### config.mk
export PLATFORM = sky130hd
export DESIGN_NAME = hit_timestamper
export DESIGN_NICKNAME = d
export VERILOG_FILES = /design/src/rtl/hit_timestamper.sv
export SDC_FILE = /design/constraint.sdc
export NUM_CORES = 1
export LEC_CHECK = 0
export ABC_CLOCK_PERIOD_IN_PS = 7170
export CELL_PAD_IN_SITES_DETAIL_PLACEMENT = 1
export CELL_PAD_IN_SITES_GLOBAL_PLACEMENT = 2
export CORE_ASPECT_RATIO = 1.1
export CORE_MARGIN = 5
export CORE_UTILIZATION = 50
export CTS_CLUSTER_SIZE = 24
export DETAILED_ROUTE_END_ITERATION = 7
export GPL_TIMING_DRIVEN = 1
export PLACE_DENSITY_LB_ADDON = 0.15
export SLEW_MARGIN = 0
export SYNTH_ARGS = -nofsm -noshare
export SYNTH_HDL_FRONTEND = slang
export SYNTH_SLANG_ARGS = --single-unit
### constraint.sdc
create_clock -name iClk -period 7.17 [get_ports iClk]
set_clock_uncertainty 0.15 [all_clocks]
set_input_delay 1.434 -clock iClk [delete_from_list [all_inputs] [get_ports iClk]]
set_output_delay 1.434 -clock iClk [all_outputs]
set_load 0.005 [all_outputs]
### src/rtl/hit_timestamper.sv
// Edge timestamper: tags rise/fall pulses with a free-running coarse counter,
// inserts rollover markers on counter wrap, and buffers words in a FWFT FIFO.
module hit_timestamper #(
  parameter int unsigned CNT_W = 16,
  parameter int unsigned DEPTH = 8
) (
  input  logic                     iClk,
  input  logic                     iRst,
  input  logic                     iRise,
  input  logic                     iFall,
  output logic [CNT_W+1:0]         oData,
  output logic                     oValid,
  input  logic                     iReady,
  output logic [$clog2(DEPTH):0]   oCount,
  output logic                     oOverflow
);

  localparam int unsigned AW = $clog2(DEPTH);
  localparam logic [AW:0] FULL_CNT = (AW+1)'(DEPTH);

  typedef logic [CNT_W+1:0] word_t;

  logic [CNT_W-1:0] cnt_q;
  logic             wrap_q;
  logic             pend_q, pend_d;
  logic             ovf_q, ovf_d;
  logic [AW-1:0]    wr_q, rd_q;
  logic [AW:0]      count_q, count_d;
  word_t            mem_q [DEPTH];

  logic  full, push, pop, edge_w;
  word_t wdata;

  // wrap_q marks the cycle the counter reads 0 because it wrapped, not because
  // it was just reset, so a marker is never emitted right after reset.
  always_comb begin
    full    = (count_q == FULL_CNT);
    pop     = (count_q != '0) && iReady;
    edge_w  = iRise | iFall;
    push    = 1'b0;
    wdata   = '0;
    pend_d  = pend_q;
    ovf_d   = ovf_q;
    if (edge_w) begin
      wdata = {iFall, iRise, cnt_q};
      if (full) ovf_d = 1'b1;
      else      push  = 1'b1;
      if (wrap_q) begin
        if (pend_q) ovf_d = 1'b1;
        pend_d = 1'b1;
      end
    end else if (pend_q || wrap_q) begin
      if (pend_q && wrap_q) ovf_d = 1'b1;
      if (full) begin
        pend_d = 1'b1;
      end else begin
        push   = 1'b1;
        pend_d = 1'b0;
      end
    end
    count_d = count_q + (AW+1)'(push) - (AW+1)'(pop);
  end

  always_ff @(posedge iClk) begin
    if (iRst) begin
      cnt_q   <= '0;
      wrap_q  <= 1'b0;
      pend_q  <= 1'b0;
      ovf_q   <= 1'b0;
      wr_q    <= '0;
      rd_q    <= '0;
      count_q <= '0;
    end else begin
      cnt_q   <= cnt_q + CNT_W'(1);
      wrap_q  <= &cnt_q;
      pend_q  <= pend_d;
      ovf_q   <= ovf_d;
      wr_q    <= wr_q + AW'(push);
      rd_q    <= rd_q + AW'(pop);
      count_q <= count_d;
    end
  end

  always_ff @(posedge iClk) begin
    if (!iRst && push) mem_q[wr_q] <= wdata;
  end

  assign oData     = mem_q[rd_q];
  assign oValid    = (count_q != '0);
  assign oCount    = count_q;
  assign oOverflow = ovf_q;

endmodule

==> run metrics <==
status=finished, final reports clean; port bufs=28; Syn Nets=396; Final Wtd Congestion=0.743; Worst Setup End Kind=flip-flop; setup violators final=0; Yosys reg bits=173; internal power=2.00 mW; Crit Path Class=in -> reg; PD cells=332 mW/mm²; Max Cap Violations=0; dpl hpwl=8770 µm; Final nets=432; commonest non-fill, non-tap cell in the layout=edfxtp_1; final cell count without fillers=615; vias in the first global route=3,809; Slew @ Worst Pin=1140 ps; Async S/R FF share, synth=0; DR pass1 iterations=4; Die X=122 µm; Initial Utilization=0.504; CTS Root Cell=clkbuf_16; combinational fraction of design power=0.221; Final Hold Violating Endpoints=0; Clock power frac=0.326; first-pass GRT wire length=22,200 µm; Mapped Cells=379; Global Route Usage Sum=0.189; WL per Instance=22.4 µm; CP Cell Sequence=clkdlybuf4s50_1 -> nor2_1 -> a21oi_1 -> inv_1 -> ha_1 -> inv_1 -> ha_1 -> inv_1 -> fa_1 -> xor2_1 -> nor2_1; pin count of the biggest net entering global routing=38; CTS Buf Count=17; total negative slack=0 ps; NetSw=0.639 mW; Core Area=0.0137 mm²; Data required, critical path=7310 ps; worst hold margin=316 ps; Seq pwr share=0.453; cts hold-fix bufs=0; clock buffer depth=2; Post-Route WL=13,800 µm; most used cell, CP=inv_1; Netlist Area Pre-Place=0.00690 mm²; CTS H-tree depth=4; share of cells above drive strength 1=0.241; FP Rows=45; Routed Antenna Nets=0; drt drc=0; P_leak=2.64 nW; Yosys Warn Count=0; fin util=0.580; Post-synth EDFFs=144; Critical Path AT=4520 ps; via density per instance=5.43; crit path buf inv count=4; die height=133 µm; VDD IR max=0.176 mV; startpoint class of the critical path=primary input; fillers=1,209; DRT iter0 DRCs=195; CTS tree=done; Cell variety after synth=35; initial antenna violation count=0; Seq/Total Area, Yosys=0.711; area delta synth->final=15.1%; Skew-Pair Late Insertion Delay=410 ps; # clock sinks=173; grt ovf=0; Mean Syn Cell Area=18.2 µm²; slew margin rel.=0.241; final worst slack=2790 ps; dominant synthesized flop cell=edfxtp_1; Die Area=0.0163 mm²; Top delay family on crit path=simple AND/OR/NAND/NOR gates; Post-CTS Setup Bufs=0; fin. max-slew vios=0; min cycle time layout=4380 ps; Tcrit/Tclk final=0.610; RSZ-0062 raised after global routing=false; slowest cell on the critical path=nor2_1; crit-path max FO=17; Inst Count DP=584; Ant. Diodes=0; io pins=29; DR vias=3,342; most frequent cells in the layout=edfxtp_1, mux4_2, dfxtp_1, clkdlybuf4s50_1, nor2_1; Worst-path clk slew=60 ps; Tightest Hold Check Type=reg -> reg; CP peak stage delay=930 ps; Max Freq=229 MHz; sw frac=0.243; dpl ws=2360 ps; post_cts resized=0
==> cell families after synthesis <==
| group | synth area share |
|---|---|
| AOI/OAI and AO/OA | 0.00689 |
| xor gates and xnor gates | 0.0190 |
| adders and majority gates | 0.0228 |
| buffers and inverters | 0.0216 |
| DFF | 0.711 |
| muxes | 0.149 |
| and+or+nand+nor | 0.0704 |
==> metrics by stage <==
step,total power [mW],area [µm²]
finish,2.64,7940
global route,2.78,7940
CTS,2.68,7940
detailed placement,1.81,7390
global placement,1.80,7390
floorplan,1.59,6900
==> per-layer routing <==
| metal | global-route usage | vias up | routed length [µm] |
|---|---|---|---|
| met5 | 0 | - | 0 |
| met4 | 0.0629 | 0 | 226 |
| met3 | 0.0382 | 16 | 344 |
| met2 | 0.323 | 46 | 7250 |
| met1 | 0.241 | 1756 | 5970 |
| li1 | - | 1524 | - |
==> power groups by stage <==
stage	registers, mW	clock network (mW)	logic, mW
2_1_floorplan	1.20	0	0.385
3_3_place_gp	1.21	0	0.587
3_5_place_dp	1.22	0	0.597
4_1_cts	1.19	0.879	0.603
5_1_grt	1.20	0.932	0.643
6_report	1.19	0.859	0.583
==> final cells by class <==
type                            instances  area [µm²]  area share
Timing Repair Buffer                   36         340      0.0429
Multi-Input combinational cell        179        1870       0.236
Inverter                                8        30.0     0.00378
Tap cell                              188         235      0.0296
Clock inverter                         13         125      0.0158
Clock buffer                           18         429      0.0540
Sequential cell                       173        4910       0.618
==> synthesized netlist by cell type (all sizes together), types with 4 or more instances <==
cell type | count | area share
edfxtp | 144 | 0.63
mux4 | 36 | 0.12
nor2 | 32 | 0.017
dfxtp | 29 | 0.084
nor2b | 22 | 0.020
mux2 | 19 | 0.031
ha | 11 | 0.020
clkbuf | 10 | 0.0054
xor2 | 10 | 0.013
buf | 9 | 0.012
inv | 8 | 0.0044
nand2 | 7 | 0.0038
nand4 | 6 | 0.0098
a21oi | 5 | 0.0036
xnor2 | 5 | 0.0063
and2 | 4 | 0.0038
nand3 | 4 | 0.0029
==> worst paths after layout <==
path / start / endpoint / slack (ps) / cells after the start
worst max-delay path: iRise / oCount[2] / 2790 / 11
worst min register to register: cnt_q[0] / cnt_q[0] / 320 / 1
worst max register to register: oCount[2] / mem_q[2][6] / 4380 / 6
worst min-delay path: cnt_q[0] / cnt_q[0] / 320 / 1
==> worst reg2reg max path, cell delays in order (launching register included) <==
cell and delay, ps:
dfxtp_1 350, inv_1 90, ha_1 190, nor3b_1 170, a21oi_1 290, nand2b_1 230, nor2_2 920
==> registers in the layout, indices dropped and copies added, names as in the netlist <==
signal / count
oCount: 4
wrap_q: 1
pend_q: 1
rd_q: 3
oOverflow: 1
cnt_q: 16
wr_q: 3
mem_q: 144
Power figures use the tool's default switching activity.
